<file path="config.mk">
export PLATFORM = sky130hd
export DESIGN_NAME = hnf_link_tx_crd_arb
export DESIGN_NICKNAME = d
export VERILOG_FILES = /design/src/rtl/hnf_link_tx_crd_arb_pkg.sv /design/src/rtl/hnf_link_tx_crd_arb_rr_arb.sv /design/src/rtl/hnf_link_tx_crd_arb.sv
export SDC_FILE = /design/constraint.sdc
export NUM_CORES = 1
export LEC_CHECK = 0
export ABC_AREA = 1
export CORE_AREA = 2 2 239 241
export CTS_BUF_LIST = sky130_fd_sc_hd__clkbuf_8 sky130_fd_sc_hd__clkbuf_16
export DETAILED_ROUTE_END_ITERATION = 10
export DIE_AREA = 0 0 241 243
export PLACE_DENSITY = 0.39
export SLEW_MARGIN = 15
export SYNTH_ARGS = -nofsm -noshare
export SYNTH_HDL_FRONTEND = slang
export SYNTH_HIERARCHICAL = 1
export SYNTH_SLANG_ARGS = --single-unit
</file>
<file path="constraint.sdc">
create_clock -name clk -period 5.6 [get_ports clk]
set_clock_uncertainty 0.1 [all_clocks]
set_input_delay 1.12 -clock clk [delete_from_list [all_inputs] [get_ports clk]]
set_output_delay 1.12 -clock clk [all_outputs]
set_load 0.05 [all_outputs]
</file>
<file path="src/rtl/hnf_link_tx_crd_arb_pkg.sv">
// Shared constants and FSM encoding for the HN-F link TX credit arbiter.
package hnf_link_tx_crd_arb_pkg;

  localparam int CHIE_REQ_FLIT_WIDTH = 151;
  localparam int HNF_MAX_CRD         = 15;
  localparam int HNF_CRD_CNT_WIDTH   = 4;

  typedef enum logic [1:0] {
    ST_RUN    = 2'd0,
    ST_RETURN = 2'd1,
    ST_STOP   = 2'd2
  } link_st_t;

  function automatic int ptr_width(input int n);
    return (n > 1) ? $clog2(n) : 1;
  endfunction

endpackage

</file>
<file path="src/rtl/hnf_link_tx_crd_arb_rr_arb.sv">
// Source arbiter: one-hot grant, round-robin or fixed priority, owns the rr pointer.
module hnf_link_tx_crd_arb_rr_arb
  import hnf_link_tx_crd_arb_pkg::*;
#(
  parameter int NUM_SRC    = 2,
  parameter int FIXED_PRIO = 0
) (
  input  logic               clk,
  input  logic               rst_n,
  input  logic [NUM_SRC-1:0] req,
  input  logic               en,
  output logic [NUM_SRC-1:0] gnt
);

  localparam int PTR_W = ptr_width(NUM_SRC);

  logic [PTR_W-1:0] ptr;
  logic [PTR_W-1:0] win;
  logic [PTR_W-1:0] cand;
  logic             found;
  int               idx;

  // Search starts at the pointer (or at 0 for fixed priority); first requester wins.
  always_comb begin
    gnt   = '0;
    found = 1'b0;
    win   = '0;
    cand  = '0;
    idx   = 0;
    for (int i = 0; i < NUM_SRC; i++) begin
      idx  = (FIXED_PRIO != 0) ? i : (int'(ptr) + i) % NUM_SRC;
      cand = PTR_W'(idx);
      if (en && !found && req[cand]) begin
        gnt[cand] = 1'b1;
        found     = 1'b1;
        win       = cand;
      end
    end
  end

  always_ff @(posedge clk or negedge rst_n) begin
    if (!rst_n) begin
      ptr <= '0;
    end else if (found) begin
      ptr <= (win == PTR_W'(NUM_SRC - 1)) ? '0 : win + PTR_W'(1);
    end
  end

endmodule

</file>
<file path="src/rtl/hnf_link_tx_crd_arb.sv">
// Link TX channel: arbitrates flit sources against L-credits and handles credit return on deactivation.
module hnf_link_tx_crd_arb
  import hnf_link_tx_crd_arb_pkg::*;
#(
  parameter int NUM_SRC       = 2,
  parameter int FLIT_WIDTH    = CHIE_REQ_FLIT_WIDTH,
  parameter int MAX_CRD       = HNF_MAX_CRD,
  parameter int CRD_CNT_WIDTH = HNF_CRD_CNT_WIDTH,
  parameter int FIXED_PRIO    = 0
) (
  input  logic                          clk,
  input  logic                          rst_n,
  input  logic [NUM_SRC-1:0]            src_valid,
  input  logic [NUM_SRC*FLIT_WIDTH-1:0] src_flit,
  output logic [NUM_SRC-1:0]            src_won,
  input  logic                          lcrdv,
  input  logic [FLIT_WIDTH-1:0]         lcrd_return_flit,
  input  logic                          deact_req,
  output logic                          deact_done,
  output logic                          txflitv,
  output logic [FLIT_WIDTH-1:0]         txflit,
  output logic                          txflitpend,
  output logic [CRD_CNT_WIDTH-1:0]      crd_cnt,
  output logic                          crd_ovf_err
);

  link_st_t                state, state_nxt;
  logic                    crd_av;
  logic                    arb_en;
  logic                    grant_any;
  logic                    ret_send;
  logic                    send;
  logic [FLIT_WIDTH-1:0]   sel_flit;

  // A credit arriving this cycle can be spent this cycle.
  assign crd_av    = lcrdv || (crd_cnt != '0);
  assign arb_en    = (state == ST_RUN) && !deact_req && crd_av;
  assign grant_any = |src_won;
  assign ret_send  = (state == ST_RETURN) && crd_av;
  assign send      = grant_any || ret_send;

  hnf_link_tx_crd_arb_rr_arb #(
    .NUM_SRC   (NUM_SRC),
    .FIXED_PRIO(FIXED_PRIO)
  ) u_arb (
    .clk  (clk),
    .rst_n(rst_n),
    .req  (src_valid),
    .en   (arb_en),
    .gnt  (src_won)
  );

  always_comb begin
    sel_flit = '0;
    for (int i = 0; i < NUM_SRC; i++) begin
      if (src_won[i]) sel_flit = src_flit[i*FLIT_WIDTH +: FLIT_WIDTH];
    end
  end

  always_ff @(posedge clk or negedge rst_n) begin
    if (!rst_n) begin
      txflitv <= 1'b0;
      txflit  <= '0;
    end else begin
      txflitv <= send;
      if (send) txflit <= grant_any ? sel_flit : lcrd_return_flit;
    end
  end

  // Simultaneous credit arrival and send cancel out; overflow saturates and latches an error.
  always_ff @(posedge clk or negedge rst_n) begin
    if (!rst_n) begin
      crd_cnt     <= '0;
      crd_ovf_err <= 1'b0;
    end else if (lcrdv && !send) begin
      if (crd_cnt == CRD_CNT_WIDTH'(MAX_CRD)) crd_ovf_err <= 1'b1;
      else                                    crd_cnt     <= crd_cnt + CRD_CNT_WIDTH'(1);
    end else if (send && !lcrdv) begin
      crd_cnt <= crd_cnt - CRD_CNT_WIDTH'(1);
    end
  end

  always_ff @(posedge clk or negedge rst_n) begin
    if (!rst_n) state <= ST_RUN;
    else        state <= state_nxt;
  end

  // STOP is reached only once the last return flit has left the register.
  always_comb begin
    state_nxt = state;
    case (state)
      ST_RUN:    if (deact_req) state_nxt = ST_RETURN;
      ST_RETURN: begin
        if (!deact_req)                                  state_nxt = ST_RUN;
        else if ((crd_cnt == '0) && !lcrdv && !txflitv) state_nxt = ST_STOP;
      end
      ST_STOP:   if (!deact_req) state_nxt = ST_RUN;
      default:   state_nxt = ST_RUN;
    endcase
  end

  assign deact_done = (state == ST_STOP) && deact_req;
  assign txflitpend = (state != ST_STOP);

endmodule

</file>
Yosys cells after proc, flatten, opt, wreduce, memory -nomap -nowiden
Cells that the tools add are included.

cells by class
  multiplexer cells = 26
  reduce and logical (&&, ||, !) cells = 28
  add/subtract/negate cells = 4
  shifts and indexed selects = 0
  divide/modulo/power cells = 0
  bitwise gates (word level) = 1
  equality and inequality tests = 8
  multiply operators = 0
  order comparisons = 4

operators by type and width
  operator             count
  $mux 151             3
  $logic_and 1x1->1    13
  $mux 2               6
  $mux 4               3
  $mux 1               11
  $ne 2x2->1 const B   4
  $pmux 2 s3           1
  $logic_not 1->1      5
  $add 4x1->4 const B  1
  $eq 4x4->1 const B   1
  $logic_not 4->1      1
  $lt 1x2->1 const B   2
  $reduce_and 2->1     2
  $reduce_bool 4->1    1
  $sub 4x1->4 const B  1
  $ne 3x2->1 const B   1
  $reduce_and 3->1     1
  $add 1x1->1 const B  2
  $demux 1 s1          2
  $eq 2x1->1 const B   1
  $eq 2x2->1 const B   1
  $ge 1x1->1 const B   2
  $logic_not 2->1      1
  $logic_or 1x1->1     2
  other kinds (3)      3

word-level totals
  bits in latches = 0
  output and inout port bits = 161
  memories = 0
  bits of input ports = 459
  memory bits (writable) = 0
  ROM bits = 0
  word-level logic and storage cells = 77
  flip-flop bits (word level) = 160

Longest topological paths before layout
  depth in word-level cells = 15
  gate-level depth with buffers = 21
  gate-level depth less buffers = 19

Hierarchy
The synthesis kept the hierarchy.

by module, submodules not included
  module                      area each (µm²)  cells each  sequential area each (µm²)  times used
  hnf_link_tx_crd_arb         8623.3           1117        3978.8                      1
  hnf_link_tx_crd_arb_rr_arb  66.3             10          25.0                        1

Worst setup path after synthesis
Ideal clock, no wire load.

  path type = input port to flip-flop
  start point = in lcrdv
  end point = reg crd_cnt[3]
  path slack = 1942 ps
  cell stages on the path = 21
  arrival time = 3440 ps
  buffers on the path = 2
  data required time = 5381 ps
  library setup time = 119 ps
  cell sequence = inv_2 -> nand3_2 -> nand4_1 -> inv_1 -> nand3_1 -> nand2_1 -> buf_4 -> nor2_8 -> nand2_4 -> buf_6 -> nor2_1 -> inv_2 -> ha_1 -> nand2_1 -> nand2_1 -> nor2_1 -> nor2_1 -> nand4_1 -> nand2_1 -> nand2_1 -> nand2_1

between the ends
  longest elaborated chain between the ends = 14
  elaborated cells on any way between the ends = 21
  classes of those cells = eq/ne (1); mux (4); bitwise (1); reduce/logical (15)

ends and longest elaborated chain
  what                                                       RTL line                          text
  from (decl)                                                hnf_link_tx_crd_arb.sv:16         input logic lcrdv,
  $logic_or 1x1->1 (*)                                       hnf_link_tx_crd_arb.sv:36         assign crd_av = lcrdv || (crd_cnt != '0);
  $logic_and 1x1->1 (*)                                      hnf_link_tx_crd_arb.sv:37         assign arb_en = (state == ST_RUN) && !deact_req && crd_av;
  via arb_en                                                 hnf_link_tx_crd_arb.sv:29         logic arb_en;
  $logic_and 1x1->1                                          hnf_link_tx_crd_arb_rr_arb.sv:33  if (en && !found && req[cand]) begin
  $mux 1                                                     hnf_link_tx_crd_arb_rr_arb.sv:33
  $logic_not 1->1                                            hnf_link_tx_crd_arb_rr_arb.sv:33
  $logic_and 1x1->1 (2 in series)                            hnf_link_tx_crd_arb_rr_arb.sv:33
  $mux 2 (*)                                                 hnf_link_tx_crd_arb_rr_arb.sv:33
  via src_won[0]                                             hnf_link_tx_crd_arb.sv:15         output logic [NUM_SRC-1:0] src_won,
  $reduce_or 2->1 (*)                                        hnf_link_tx_crd_arb.sv:38         assign grant_any = |src_won;
  $logic_or 1x1->1 (*)                                       hnf_link_tx_crd_arb.sv:40         assign send = grant_any || ret_send;
  $logic_not 1->1                                            hnf_link_tx_crd_arb.sv:75         end else if (lcrdv && !send) begin
  $logic_and 1x1->1                                          hnf_link_tx_crd_arb.sv:75
  $ne 2x2->1 (no line) or $reduce_bool 2->1 (tied branches)  n/a
  $reduce_and 2->1 (no line)                                 n/a
  to (signal assigned)                                       hnf_link_tx_crd_arb.sv:77         else crd_cnt <= crd_cnt + CRD_CNT_WIDTH'(1);
  to (signal assigned)                                       hnf_link_tx_crd_arb.sv:79         crd_cnt <= crd_cnt - CRD_CNT_WIDTH'(1);
  to (decl)                                                  hnf_link_tx_crd_arb.sv:23         output logic [CRD_CNT_WIDTH-1:0] crd_cnt,

Mark *: on every way through the listed nets, which the timed path passes. The rest lies on a longest branch.
A chain may end at the register's enable or synchronous reset.

Worst setup path in the final report
  start point = in lcrdv
  end point = out src_won[0]

between the ends
  longest elaborated chain between the ends = 8
  elaborated cells on any way between the ends = 10
  classes of those cells = mux (3); bitwise (1); reduce/logical (6)

ends and longest elaborated chain
  what                             RTL line
  $logic_or 1x1->1 (*)             hnf_link_tx_crd_arb.sv:36
  $logic_and 1x1->1 (*)            hnf_link_tx_crd_arb.sv:37
  via arb_en                       hnf_link_tx_crd_arb.sv:29
  $logic_and 1x1->1                hnf_link_tx_crd_arb_rr_arb.sv:33
  $mux 1                           hnf_link_tx_crd_arb_rr_arb.sv:33
  $logic_not 1->1                  hnf_link_tx_crd_arb_rr_arb.sv:33
  $logic_and 1x1->1 (2 in series)  hnf_link_tx_crd_arb_rr_arb.sv:33
  $mux 2 (*)                       hnf_link_tx_crd_arb_rr_arb.sv:33
  to (decl)                        hnf_link_tx_crd_arb.sv:15

Marks and branches as above.

==> results by group <==
Placement
  – Post-place setup slack: 0.893 ns
  – Routability cong.: 0.830
  – Port Buf Inserts: about 620
  – Final HPWL from detailed placement: ~35000 microns

GRT
  – GRT Util Overall: 0.157
  – Congestion Overflow GR: 0
  – Pin count of the biggest net entering global routing: about 160
  – Vias in the first global route: 10100
  – Antenna violations before repair: 6
  – First-pass GRT wire length: 67100 microns

Yosys
  – Biggest area consumer among synthesized cells: dfrtp_1
  – Synth top area share: 0.461
  – Register area share after synthesis: 0.461
  – Largest family of logic cells by synthesized area: compound AO/OA/AOI/OAI gates
  – Synth cell types: 26
  – Top cells by area, synth: dfrtp_1 46%, nor2_1 11%, a31oi_1 11%, a21oi_1 6.0%, nand2_1 5.4%
  – Post-synthesis mux area share: 0
  – Synth Area in XOR/XNOR: 0.00101
  – Synth Register Bits: 160
  – Net Count, Synth: 1589
  – Post-Synth Simple-Gate Area: 0.209
  – Synth warn: 6
  – Syn_area_per_cell: 7.71 sq um
  – Post-synthesis compound-gate area fraction: 0.212
  – Cells after Synth: between 1000 and 1500
  – Mapped cell area: 0.00869 sq mm
  – Adder-cell share of the synthesized area: 0.00518

Floorplan
  – Core area: about 0.056 sq mm
  – Die height: roughly 240 microns
  – Die W: roughly 240 microns
  – Row Count: a little under 90
  – Area of the die: 0.0586 sq mm
  – Initial Util: 0.155
  – IO Pins: 620

Setup path
  – Critical-path maximum fanout: 28
  – Reg2Reg Launch Point: crd_cnt[1]
  – Startpoint types: primary input
  – WP buf/inv: 4
  – FF-to-FF End: txflit[47]
  – CP max-delay cell: clkdlybuf4s50_1
  – Critical Path RT: 4.38 ns
  – Top cell by count, worst path: clkdlybuf4s50_1
  – Crit path max-delay family: buffers and inverters
  – CP arrival: about 3.5 ns
  – Critical path class: primary input to primary output
  – Cell Chain, Critical Path: clkdlybuf4s50_1 > inv_2 > nand3_2 > nand4_1 > inv_1 > nand3_1 > nand2_4 > clkdlybuf4s50_1
  – R2R depth: 12
  – Critical Path End Type: primary output
  – Slowest stage delay, CP: 0.94 ns
  – Reg-to-reg setup timing slack: 2.23 ns

Hold path
  – Hold path cells: 1
  – Hold Crit Class: flip-flop to flip-flop
  – Hold Crit Start: state[1]
  – Endpoint, Worst Hold: state[0]

Cells and area
  – Most common cell after layout, fill and taps aside: clkdlybuf4s50_1
  – Commonest cells after routing, fill and taps aside: 618 x clkdlybuf4s50_1, 264 x nor2_1, 160 x dfrtp_1
  – Fin nets: 2150
  – Sequential cell area: 0.00400 sq mm
  – Layout cells sized above 1: 0.0318
  – Fill count: approximately 6200
  – Final core occ: 0.287
  – Area delta synth->final: 84.7%
  – Multi-input gate area: 0.00374 sq mm

Power
  – Sw frac: 0.493
  – Net Sw Power: 0.00362 W
  – Worst VDD drop: 0.246 mV
  – Leakage power: about 6.7 nW
  – Reg power frac: 0.258
  – PwrDens: 458 mW/mm^2
  – Gate power share: 0.574
  – Power share of the clock group: 0.169
  – Cell-internal power: ~0.0037 W

Timing
  – Final period utilization: 0.836
  – Maximum clock frequency: 214 MHz
  – Hold Violations, Final: 0
  – Slew @ Worst Pin: 0.973 ns
  – Crit path time final: 4.68 ns
  – Worst setup margin: a little over 0.9 ns
  – # setup viols final: 0
  – Worst slew margin: 0.351
  – Setup_tns: 0 ns
  – RSZ-0062 raised after global routing: false
  – Final Max Tran Viols: 0

Route
  – DR vias/cell: 4.07
  – Via count: 9994
  – WL/cell: around 19 microns
  – # DRC: 0
  – First drt pass iteration count: 5
  – Drt initial violations: 433
  – Post-Route WL: 47000 microns
  – DRT antenna net count: 0

Clock tree
  – CTS buffer count: 17
  – CTS hold repair buffers: 0
  – Clock transition at path regs: 0.07 ns
  – # Post-CTS Setup Buffers: 0
  – H-tree levels: 4
  – Max clock buf depth: 2
  – PostCTS Resize Cnt: 0
  – TritonCTS clock tree: built
  – Clk root buf: clkbuf_16
  – Clk Latency, worst-skew pair: 0.47 ns
  – CTS Sinks: 160

Flow run
  – Max cap viols: 0

Outcome
  – Status: finished, final reports clean
-- cells in the mapped netlist --
cell and number:
nor2_1 264, nor3_1 2, nand2_1 124, buf_4 13
nand2_2 3, nand4_1 3, nand2_4 1, o21bai_1 1
clkbuf_1 28, buf_6 16, inv_2 3, nand3_2 1
inv_1 114, nor2_8 1, a22oi_1 47, fa_1 1
xor2_1 1, a21oi_2 1, dfrtp_1 160, a31oi_1 151
ha_1 2, buf_2 28, a21oi_1 104, buf_1 3
a31o_2 1, nand3_1 54
-- worst max path at each step --
stage	startpoint	end	slack, ns	depth (start not counted)
floorplan	lcrdv	crd_cnt[3]	1.94	21
global placement	lcrdv	src_won[0]	0.90	8
detailed placement	lcrdv	src_won[0]	0.89	8
CTS	lcrdv	src_won[0]	0.89	8
global route	lcrdv	src_won[0]	0.77	8
finish	lcrdv	src_won[0]	0.92	8
-- cells by family after synthesis --
| group | Yosys count |
|---|---|
| AOI/OAI and AO/OA | 305 |
| xor gates and xnor gates | 1 |
| adders and majority gates | 3 |
| buffers and inverters | 205 |
| DFF | 160 |
| and+or+nand+nor | 453 |
-- power by group through the flow --
stage,clock network [W],registers (W),logic (W)
floorplan,0,0.00350,0.000978
global placement,0,0.00189,0.00429
detailed placement,0,0.00191,0.00428
CTS,0.00132,0.00190,0.00428
global route,0.00135,0.00196,0.00447
finish,0.00124,0.00189,0.00421
-- cell type report --
cell class,count,area share
Tap cell,756,0.0589
Antenna cell,2,0.000312
Inverter,117,0.0274
Timing Repair Buffer,630,0.395
Multi-Input combinational cell,762,0.233
Clock inverter,11,0.00717
Clock buffer,20,0.0291
Sequential cell,160,0.249
-- flip-flops by register name, summed over array words and instances (netlist names), named ones only --
register / flops
txflit: 151
crd_cnt: 4
state: 2
crd_ovf_err: 1
txflitv: 1
-- routing by layer --
layer / vias up / part of all wire / global-route usage
met5: - / 0.0012 / 0
met2: 356 / 0.50 / 0.280
met1: 4686 / 0.39 / 0.174
li1: 4907 / - / -
met4: 8 / 0.013 / 0.0401
met3: 37 / 0.087 / 0.0600
-- per-stage QoR --
step                      std cells  hold WS, ns  area, sq um  power, W
after floorplan                1127        0.350         8690   0.00448
after global placement         2425        0.367        15500   0.00618
after detailed placement       2425        0.373        15500   0.00619
after CTS                      2456        0.386        16000   0.00750
after global routing           2457        0.419        16000   0.00777
final                          2458        0.386        16000   0.00735
No activity file was read; power rests on OpenSTA's default activity.
